===== src/rtl/vvm_requant_pkg.sv =====
// vvm_requant_pkg: widths, stage payload structs and requant arithmetic helpers
package vvm_requant_pkg;

    localparam int DQ  = 18;
    localparam int Q   = 8;
    localparam int BW  = 24;
    localparam int MW  = 16;
    localparam int SHW = 5;
    localparam int CW  = 16;
    localparam int SW  = ((DQ > BW) ? DQ : BW) + 1;
    localparam int PW  = SW + MW + 1;

    localparam logic signed [Q-1:0] QMAX = {1'b0, {(Q-1){1'b1}}};
    localparam logic signed [Q-1:0] QMIN = {1'b1, {(Q-1){1'b0}}};

    typedef struct packed {
        logic signed [SW-1:0] s;
        logic [MW-1:0]        m;
        logic [SHW-1:0]       sh;
        logic signed [Q-1:0]  z;
        logic                 relu;
    } s1_t;

    typedef struct packed {
        logic signed [PW-1:0] p;
        logic [SHW-1:0]       sh;
        logic signed [Q-1:0]  z;
        logic                 relu;
    } s2_t;

    // Arithmetic right shift with round-half-up toward +inf
    function automatic logic signed [PW-1:0] rshift_round(logic signed [PW-1:0] p, logic [SHW-1:0] sh);
        logic signed [PW-1:0] half;
        half = (sh == '0) ? '0 : (PW'(1) << (sh - SHW'(1)));
        return (p + half) >>> sh;
    endfunction

    // Clamp v into [lo, QMAX]; the flag reports only true int range overflow
    function automatic logic [Q:0] sat_q(logic signed [PW:0] v, logic signed [Q-1:0] lo);
        logic signed [PW:0] hi_x, min_x, lo_x;
        hi_x  = (PW+1)'(QMAX);
        min_x = (PW+1)'(QMIN);
        lo_x  = (PW+1)'(lo);
        return {(v > hi_x) || (v < min_x), (v > hi_x) ? QMAX : (v < lo_x) ? lo : v[Q-1:0]};
    endfunction

endpackage


===== src/rtl/vvm_requant_if.sv =====
// vvm_requant_if: accumulator input stream and requantized output stream
interface vvm_requant_if;
    import vvm_requant_pkg::*;

    logic signed [DQ-1:0] acc_in;
    logic signed [BW-1:0] bias;
    logic [MW-1:0]        m_scale;
    logic [SHW-1:0]       shift;
    logic signed [Q-1:0]  z_out;
    logic                 relu_en;
    logic                 in_valid;
    logic                 in_ready;
    logic signed [Q-1:0]  q_out;
    logic                 out_valid;
    logic                 out_ready;

    modport master (
        output acc_in, bias, m_scale, shift, z_out, relu_en, in_valid, out_ready,
        input  in_ready, q_out, out_valid
    );

    modport slave (
        input  acc_in, bias, m_scale, shift, z_out, relu_en, in_valid, out_ready,
        output in_ready, q_out, out_valid
    );

endinterface


===== src/rtl/vvm_requant_stage_reg.sv =====
// vvm_requant_stage_reg: one pipeline stage, valid flop plus payload flop sharing an enable
module vvm_requant_stage_reg #(
    parameter int W = 1
) (
    input  logic         clk,
    input  logic         rst_n,
    input  logic         en_i,
    input  logic         valid_i,
    input  logic [W-1:0] data_i,
    output logic         valid_o,
    output logic [W-1:0] data_o
);

    logic         valid_q;
    logic [W-1:0] data_q;

    // Load valid and payload together whenever the pipe advances
    always_ff @(posedge clk or negedge rst_n) begin
        if (!rst_n) begin
            valid_q <= 1'b0;
            data_q  <= '0;
        end else if (en_i) begin
            valid_q <= valid_i;
            data_q  <= data_i;
        end
    end

    assign valid_o = valid_q;
    assign data_o  = data_q;

endmodule


===== src/rtl/vvm_requant.sv =====
// vvm_requant: 3-stage bias/scale/shift/zero-point/clamp requantizer with saturation counter
module vvm_requant
    import vvm_requant_pkg::*;
(
    input  logic          clk,
    input  logic          rst_n,
    vvm_requant_if.slave  bus,
    input  logic          sat_clr,
    output logic [CW-1:0] sat_cnt
);

    logic                adv;
    logic                v1, v2, v3;
    s1_t                 s1_d, s1_q;
    s2_t                 s2_d, s2_q;
    logic signed [PW:0]  t;
    logic signed [Q-1:0] lo;
    logic                sat_d;
    logic [Q-1:0]        q3_d, q3_q;
    logic [CW-1:0]       cnt_d, cnt_q;

    // A single advance signal keeps every stage in lockstep; only a full, unaccepted output stalls
    assign adv          = !v3 || bus.out_ready;
    assign bus.in_ready = adv;

    // Stage 1 bias add and stage 2 scale multiply, config travels alongside
    always_comb begin
        s1_d.s    = SW'(bus.acc_in) + SW'(bus.bias);
        s1_d.m    = bus.m_scale;
        s1_d.sh   = bus.shift;
        s1_d.z    = bus.z_out;
        s1_d.relu = bus.relu_en;
        s2_d.p    = PW'(s1_q.s) * PW'($signed({1'b0, s1_q.m}));
        s2_d.sh   = s1_q.sh;
        s2_d.z    = s1_q.z;
        s2_d.relu = s1_q.relu;
    end

    // Stage 3 rounding shift, zero-point add and clamp; ReLU only raises the floor
    always_comb begin
        t             = (PW+1)'(rshift_round(s2_q.p, s2_q.sh)) + (PW+1)'(s2_q.z);
        lo            = s2_q.relu ? s2_q.z : QMIN;
        {sat_d, q3_d} = sat_q(t, lo);
        cnt_d         = sat_clr ? '0 : (v2 && adv && sat_d && cnt_q != '1) ? cnt_q + CW'(1) : cnt_q;
    end

    vvm_requant_stage_reg #(.W($bits(s1_t))) u_s1 (
        .clk(clk), .rst_n(rst_n), .en_i(adv), .valid_i(bus.in_valid),
        .data_i(s1_d), .valid_o(v1), .data_o(s1_q)
    );

    vvm_requant_stage_reg #(.W($bits(s2_t))) u_s2 (
        .clk(clk), .rst_n(rst_n), .en_i(adv), .valid_i(v1),
        .data_i(s2_d), .valid_o(v2), .data_o(s2_q)
    );

    vvm_requant_stage_reg #(.W(Q)) u_s3 (
        .clk(clk), .rst_n(rst_n), .en_i(adv), .valid_i(v2),
        .data_i(q3_d), .valid_o(v3), .data_o(q3_q)
    );

    // Saturation event counter, sticky at full scale, clear has priority
    always_ff @(posedge clk or negedge rst_n) begin
        if (!rst_n) cnt_q <= '0;
        else        cnt_q <= cnt_d;
    end

    assign bus.q_out     = q3_q;
    assign bus.out_valid = v3;
    assign sat_cnt       = cnt_q;

endmodule

===== src/flat_wrapper.sv =====
// flat-port wrapper written by rule: the top's interface ports become plain ports
module vvm_requant_flat import vvm_requant_pkg::*;
  (clk, rst_n, sat_clr, sat_cnt, bus_acc_in, bus_bias, bus_m_scale, bus_shift, bus_z_out, bus_relu_en, bus_in_valid, bus_out_ready, bus_in_ready, bus_q_out, bus_out_valid);
  vvm_requant_if bus_i ();
  input  logic clk;
  input  logic rst_n;
  input  logic sat_clr;
  output logic [CW-1:0] sat_cnt;
  input wire logic [$bits(bus_i.acc_in)-1:0] bus_acc_in;
  input wire logic [$bits(bus_i.bias)-1:0] bus_bias;
  input wire logic [$bits(bus_i.m_scale)-1:0] bus_m_scale;
  input wire logic [$bits(bus_i.shift)-1:0] bus_shift;
  input wire logic [$bits(bus_i.z_out)-1:0] bus_z_out;
  input wire logic [$bits(bus_i.relu_en)-1:0] bus_relu_en;
  input wire logic [$bits(bus_i.in_valid)-1:0] bus_in_valid;
  input wire logic [$bits(bus_i.out_ready)-1:0] bus_out_ready;
  output wire logic [$bits(bus_i.in_ready)-1:0] bus_in_ready;
  output wire logic [$bits(bus_i.q_out)-1:0] bus_q_out;
  output wire logic [$bits(bus_i.out_valid)-1:0] bus_out_valid;
  assign bus_i.acc_in = bus_acc_in;
  assign bus_i.bias = bus_bias;
  assign bus_i.m_scale = bus_m_scale;
  assign bus_i.shift = bus_shift;
  assign bus_i.z_out = bus_z_out;
  assign bus_i.relu_en = bus_relu_en;
  assign bus_i.in_valid = bus_in_valid;
  assign bus_i.out_ready = bus_out_ready;
  assign bus_in_ready = bus_i.in_ready;
  assign bus_q_out = bus_i.q_out;
  assign bus_out_valid = bus_i.out_valid;
  vvm_requant u_core (.clk(clk), .rst_n(rst_n), .bus(bus_i), .sat_clr(sat_clr), .sat_cnt(sat_cnt));
endmodule

===== config.mk =====
export PLATFORM = sky130hd
export DESIGN_NAME = vvm_requant_flat
export DESIGN_NICKNAME = d
export VERILOG_FILES = /design/src/rtl/vvm_requant_pkg.sv /design/src/rtl/vvm_requant_if.sv /design/src/rtl/vvm_requant_stage_reg.sv /design/src/rtl/vvm_requant.sv /design/src/flat_wrapper.sv
export SDC_FILE = /design/constraint.sdc
export NUM_CORES = 2
export LEC_CHECK = 0
export BUFFER_PORTS_ARGS = -buffer_cell sky130_fd_sc_hd__buf_2
export CORE_MARGIN = 8
export CORE_UTILIZATION = 65
export CTS_BUF_LIST = sky130_fd_sc_hd__clkbuf_4 sky130_fd_sc_hd__clkbuf_8
export DETAILED_ROUTE_END_ITERATION = 6
export GPL_ROUTABILITY_DRIVEN = 0
export PLACE_DENSITY = 0.85
export SYNTH_ARGS = -nofsm -noshare
export SYNTH_HDL_FRONTEND = slang
export SYNTH_SLANG_ARGS = --single-unit

===== constraint.sdc =====
create_clock -name clk -period 18.8 [get_ports clk]
set_input_delay 2.82 -clock clk [delete_from_list [all_inputs] [get_ports clk]]
set_output_delay 2.82 -clock clk [all_outputs]
set_load 0.05 [all_outputs]

## Word level (Yosys, flattened, before mapping)

Index checks and enable logic that the tools add are counted.

- Add/subtract/negate cells: 5
- Multiply operators: 1
- $lt $le $gt $ge: 3
- Equality and inequality tests: 1
- Shift operators: 2
- Multiplexer cells: 6
- Reductions and logical operators: 8

Operator list:

| kind | number |
|---|---|
| $add A42 B8 Y43 | 1 |
| $gt A43 B8 Y1 const B | 1 |
| $lt A43 B8 Y1 | 1 |
| $lt A43 B8 Y1 const B | 1 |
| $add A42 B42 Y42 | 1 |
| $mul A25 B17 Y42 | 1 |
| $mux W42 | 1 |
| $shl A1 B5 Y42 const A | 1 |
| $sshr A42 B5 Y42 | 1 |
| $mux W16 | 2 |
| $add A18 B24 Y25 | 1 |
| $mux W8 | 3 |
| $add A16 B1 Y16 const B | 1 |
| $ne A16 B16 Y1 const B | 1 |
| $logic_not A5 Y1 | 1 |
| $sub A5 B1 Y5 const B | 1 |
| $logic_and A1 B1 Y1 | 3 |
| $logic_or A1 B1 Y1 | 2 |
| $reduce_bool A2 Y1 | 1 |
| $logic_not A1 Y1 | 1 |

- Register bits after elaboration: 138
- Input bits: 77
- Output and inout port bits: 26
- Word-level logic and storage cells: 33

## Logic depth before layout (Yosys ltp)

- Depth in word-level cells: 12
- Depth in mapped cells: 46
- Gate-level depth less buffers: 41

## Modules after synthesis

A second synthesis with hierarchy kept.

- Cell total of the unflattened synthesis: 3,288
- Area total of the unflattened synthesis: 29,145.5 µm²

By module, submodules not included:

| module | times used | cells each | area an instance (µm²) | sequential area each (µm²) |
|---|---|---|---|---|
| vvm_requant | 1 | 3,031 | 24,294.6 | 400.4 |
| vvm_requant_stage_reg at u_core.u_s1 | 1 | 118 | 2,243.4 | 1,401.3 |
| vvm_requant_stage_reg at u_core.u_s2 | 1 | 120 | 2,235.9 | 1,426.4 |
| vvm_requant_stage_reg at u_core.u_s3 | 1 | 19 | 371.6 | 225.2 |

## Worst setup path before layout

No wires, ideal clock.

- Path kind: reg-to-reg
- Start point: reg u_core.u_s2.data_q[10] (netlist: u_core.u_s2.data_o[10])
- End point: reg u_core.u_s3.data_q[0] (netlist: u_core.u_s3.data_o[0])
- Setup time: 0.077 ns
- Arrival: 9.342 ns
- Data required time: 18.723 ns
- Path slack: 9.380 ns
- Stages on the path, launching flop included: 45
- Buffers on the path: 6
- Period minus slack after synthesis: 9.420 ns
- Cell sequence: dfrtp_1 clkbuf_1 clkbuf_1 clkbuf_1 clkbuf_1 nand2_1 nor2_1 ha_1 o21ai_0 o21ai_1 a211oi_1 or4_1 a2111oi_1 o21ai_1 a211oi_1 xnor2_1 inv_2 o21ai_0 [9 not listed] nor2_1 a31oi_1 xor2_1 inv_1 ha_1 a21o_1 a21o_1 a21o_1 a21o_1 a21o_1 a21o_1 a21oi_1 nand4_1 a31o_2 clkbuf_1 a21oi_1 a31oi_1 a21oi_1

- Cells in the longest elaborated chain, start to end: 9
- Elaborated cells between the ends (all ways): 11
- Classes of those cells: add/sub: 3; order compare: 2; shift: 2; mux: 3; reduce/logical: 1

RTL lines:

| what | line | RTL |
|---|---|---|
| start, declared | vvm_requant_stage_reg.sv:15 | `logic [W-1:0] data_q;` |
| start signal, assigned | vvm_requant_stage_reg.sv:24 | `data_q <= data_i;` |
| $sub A5 B1 Y5 | vvm_requant_pkg.sv:34 | `half = (sh == '0) ? '0 : (PW'(1) << (sh - SHW'(1)));` |
| $shl A1 B5 Y42 | vvm_requant_pkg.sv:34 |  |
| $mux W42 | vvm_requant_pkg.sv:34 |  |
| $add A42 B42 Y42 | vvm_requant_pkg.sv:35 | `return (p + half) >>> sh;` |
| $sshr A42 B5 Y42 * | vvm_requant_pkg.sv:35 |  |
| $add A42 B8 Y43 * | vvm_requant.sv:41 | `t = (PW+1)'(rshift_round(s2_q.p, s2_q.sh)) + (PW+1)'(s2_q.z);` |
| $lt A43 B8 Y1 | vvm_requant_pkg.sv:44 | `return {(v > hi_x) \|\| (v < min_x), (v > hi_x) ? QMAX : (v < lo_x) ? lo : v[Q-1:0]};` |
| $mux W8 | vvm_requant_pkg.sv:44 |  |
| $mux W8 * | vvm_requant_pkg.sv:44 |  |
| end signal, assigned | vvm_requant_stage_reg.sv:24 |  |
| end, declared | vvm_requant_stage_reg.sv:15 |  |

Every way passes the cells marked *; elsewhere a longest branch is shown, timed or not.
A chain may end at the register's enable or synchronous reset.

## Worst setup path in the final report

- Start point: reg u_core.u_s2.data_q[13] (netlist: u_core.u_s2.data_o[13])
- End point: reg u_core.u_s3.data_q[1] (netlist: u_core.u_s3.data_o[1])

The elaborated chain is that of the path after synthesis.

==> insert_results.sql <==
INSERT INTO impl_metrics (metric_group, metric, value, unit) VALUES
('cells_and_area', 'filler_instances', '3517', ''),
('floorplan', 'placeable_core_region', '45400', 'um2'),
('floorplan', 'die_h', '231', 'um'),
('synthesis', 'synth-seq-area-share', '11.5', '%'),
('clocking', 'cts-hold-fix-buffers', '0', ''),
('critical_path', 'path_common_cell', 'sky130_fd_sc_hd__o21ai_0', ''),
('clocking', 'worst_setup_hold_path_clk_slew', '100', 'ps'),
('cells_and_area', 'final_layout_size_suffix_gt1_share', '7.04', '%'),
('floorplan', 'top_level_ports', '103', ''),
('grt', 'global_route.overflow_total', '0', ''),
('synthesis', 'ys_warn_count', '0', ''),
('routing', 'via_per_inst', '6.26', ''),
('synthesis', 'synth_most_common_cell', 'sky130_fd_sc_hd__nand2_1', ''),
('critical_path', 'critical_path_capture_point_type', 'register', ''),
('critical_path', 'worstPathRequired', '19290', 'ps'),
('floorplan', 'fp.dieW', '231', 'um'),
('flow_run', 'cap_violations', '0', ''),
('routing', 'wl_per_cell', '19.2', 'um'),
('synthesis', 'average_cell_area_after_synthesis', '8.22', 'um2'),
('clocking', 'cts_tree', 'built', ''),
('grt', 'grt_first_pass_wirelength', '134', 'mm'),
('synthesis', 'postSynthCellCount', '3640', ''),
('sta', 'fmax', '0.0872', 'GHz'),
('sta', 'timing.setup.tns', '0', 'ps'),
('grt', 'antenna_found_initial', '1', ''),
('floorplan', 'placementRows', '78', ''),
('clocking', 'cts_made_buffers', '17', ''),
('critical_path', 'timing_worst_setup_path_type', 'reg -> reg', ''),
('synthesis', 'largest_area_contributor_in_the_netlist', 'sky130_fd_sc_hd__fa_1', ''),
('clocking', 'cts.repair_timing.setup_buffer_count', '0', ''),
('sta', 'setup_violations', '0', ''),
('routing', 'drc', '0', ''),
('floorplan', 'floorplan.initialDensity', '65.9', '%'),
('placed_design', 'dpl-instance-area', '30700', 'um2'),
('critical_path', 'critPathLaunchType', 'register', ''),
('synthesis', 'synth.top_cells.by_area', 'sky130_fd_sc_hd__fa_1 26%, sky130_fd_sc_hd__dfrtp_1 12%, sky130_fd_sc_hd__ha_1 10%, sky130_fd_sc_hd__nand2_1 7.1%, sky130_fd_sc_hd__inv_1 6.3%', ''),
('grt', 'grt_usage', '30.8', '%'),
('cells_and_area', 'final_design_area_no_fill', '31100', 'um2'),
('clocking', 'worst_skew_pair.late_latency', '570', 'ps'),
('critical_path', 'path_max_fanout', '28', ''),
('clocking', 'max-clock-path-buffers', '2', ''),
('sta', 'fin_crit_sh', '61.0', '%'),
('clocking', 'cts_htree_levels', '4', ''),
('critical_path', 'arrival', '11970', 'ps'),
('cells_and_area', 'area_growth_syn_to_layout', '3.97', '%'),
('status', 'status', 'complete, no violations', ''),
('clocking', 'number_of_gates_given_a_new_drive_strength_after_cts', '0', ''),
('cells_and_area', 'fin_nets', '4328', ''),
('sta', 'timing.clock.skew', '40.7', 'ps'),
('synthesis', 'synth_enable_flop_cells', '0', ''),
('grt', 'grt_start_max_net_pins', '95', ''),
('sta', 'fin_hold_ws', '474', 'ps'),
('synthesis', 'synth_cell_type_count', '98', ''),
('routing', 'vias', '26500', ''),
('synthesis', 'synthDominantCellAreaShare', '26.4', '%'),
('clocking', 'clock_sinks', '138', ''),
('synthesis', 'synth_common_cells', '562 x sky130_fd_sc_hd__nand2_1, 499 x sky130_fd_sc_hd__inv_1, 394 x sky130_fd_sc_hd__fa_1', ''),
('sta', 'slew_viol_final', '0', ''),
('critical_path', 'slowest_stage', 'sky130_fd_sc_hd__dfrtp_1', ''),
('sta', 'final_hold_viol_count', '0', ''),
('floorplan', 'die-area', '53100', 'um2'),
('grt', 'first_global_vias', '26700', ''),
('routing', 'firstDrtPassIters', '6', ''),
('routing', 'detail-route-antenna-nets', '0', ''),
('synthesis', 'mappedNetlistNets', '4357', ''),
('placed_design', 'place_hpwl', '63.8', 'mm'),
('routing', 'dr.first_iter.drc_count', '2703', ''),
('synthesis', 'synth_ff_type', 'sky130_fd_sc_hd__dfrtp_1', ''),
('sta', 'layout_min_cycle_time', '11470', 'ps'),
('critical_path', 'slowest_delay', '940', 'ps'),
('sta', 'worst-slew-pin-transition', '1160', 'ps'),
('min_path', 'hold_class', 'reg -> reg', ''),
('synthesis', 'mappedNetlistArea', '29900', 'um2'),
('clocking', 'cts-root-buf', 'sky130_fd_sc_hd__clkbuf_8', ''),
('placed_design', 'io_buffers', '102', ''),
('sta', 'worst_slew_margin_rel', '21.7', '%'),
('synthesis', 'flop_and_latch_count_out_of_synthesis', '138', ''),
('sta', 'rsz0062_at_grt', 'no', ''),
('routing', 'detail_route.wirelength', '81.3', 'mm'),
('synthesis', 'synthArstFlopShare', '100', '%');
## cells by family (layout without fill, tap and decap cells)
kind of cell	after synthesis	count (layout)	synth area share, %
other	1	2	0.0125
adder cells (fa/ha/maj)	640	640	36.7
buffers and inverters	675	659	8.60
AO/OA/AOI/OAI	736	736	16.6
XOR/XNOR	113	113	3.33
multiplexers	86	86	3.71
flip-flops	138	138	11.5
AND/OR/NAND/NOR	1251	1251	19.6
## worst max-delay path: cells and delay by family (launching register included)
kind                       cells  cell delay [ps]
xor gates and xnor gates       1              570
adders and majority gates      3             1190
and+or+nand+nor               10             2570
buffers and inverters          3              990
AOI/OAI and AO/OA             21             4900
muxes                          1              220
DFF                            1              940
## final cells by class
cell class | count | area, um2 | area share, %
clock buffer | 18 | 241 | 0.776
antenna | 1 | 2.50 | 0.00805
tap | 600 | 751 | 2.41
sequential | 138 | 3450 | 11.1
timing repair buffer | 126 | 697 | 2.24
multi-input combinational | 2827 | 23900 | 76.8
inverter | 501 | 1880 | 6.05
clock inverter | 14 | 178 | 0.571
## sequential cells by signal, summed over array words and instances, names as in the netlist
name,count
u_core.u_s2.data_o,56
u_core.u_s3.data_o,8
u_core.u_s1.data_o,55
u_core.u_s2.valid_o,1
u_core.u_s1.valid_o,1
u_core.sat_cnt,16
u_core.u_s3.valid_o,1
## per-stage QoR
| stage | util (%) | setup slack [ps] | cells |
|---|---|---|---|
| 2_1_floorplan | - | 9380 | 3640 |
| 3_3_place_gp | 67.6 | 8160 | 4192 |
| 3_5_place_dp | 67.6 | 7830 | 4192 |
| 4_1_cts | 68.5 | 7760 | 4224 |
| 5_1_grt | 68.5 | 6460 | 4225 |
| 6_report | 68.5 | 7330 | 4225 |
## layout by cell type, fill, tap and decap left out, types with 34 or more instances in the layout
| master | n |
|---|---|
| sky130_fd_sc_hd__buf_2 | 101 |
| sky130_fd_sc_hd__xor2_1 | 41 |
| sky130_fd_sc_hd__nand3_1 | 48 |
| sky130_fd_sc_hd__nand2_1 | 562 |
| sky130_fd_sc_hd__xnor2_1 | 71 |
| sky130_fd_sc_hd__a21o_1 | 84 |
| sky130_fd_sc_hd__inv_1 | 498 |
| sky130_fd_sc_hd__a211oi_1 | 34 |
| sky130_fd_sc_hd__nor2_1 | 211 |
| sky130_fd_sc_hd__a31oi_1 | 35 |
| sky130_fd_sc_hd__mux2i_1 | 48 |
| sky130_fd_sc_hd__ha_1 | 246 |
| sky130_fd_sc_hd__fa_1 | 394 |
| sky130_fd_sc_hd__o21ai_0 | 120 |
| sky130_fd_sc_hd__and2_1 | 189 |
| sky130_fd_sc_hd__dfrtp_1 | 138 |
| sky130_fd_sc_hd__a21oi_1 | 205 |
| sky130_fd_sc_hd__nor3_1 | 51 |
## path summary, 6_finish.rpt
check	startpoint	endpoint	slack, ps	depth (start not counted)
max	u_core.u_s2.data_o[13]	u_core.u_s3.data_o[1]	7330	39
min	u_core.u_s2.data_o[8]	u_core.u_s2.data_o[8]	470	2
max reg2reg	u_core.u_s2.data_o[13]	u_core.u_s3.data_o[1]	7330	39
min reg2reg	u_core.u_s2.data_o[8]	u_core.u_s2.data_o[8]	470	2
max in group asynchronous	rst_n	u_core.u_s1.data_o[43]	15310	2
min in group asynchronous	rst_n	u_core.u_s2.data_o[7]	2330	1
## layer usage
layer	wire, um	GRT usage [%]	vias up	part of all wire, %
li1	-	-	12000	-
met1	32500	40.1	12700	40
met2	37200	49.7	1421	46
met3	8420	7.30	281	10
met4	3260	11.6	0	4.0
met5	0	0	-	0
Power is left out: the tool's default activity adds up to more than one toggle a clock period on the data nets, which glitch-free logic cannot reach.
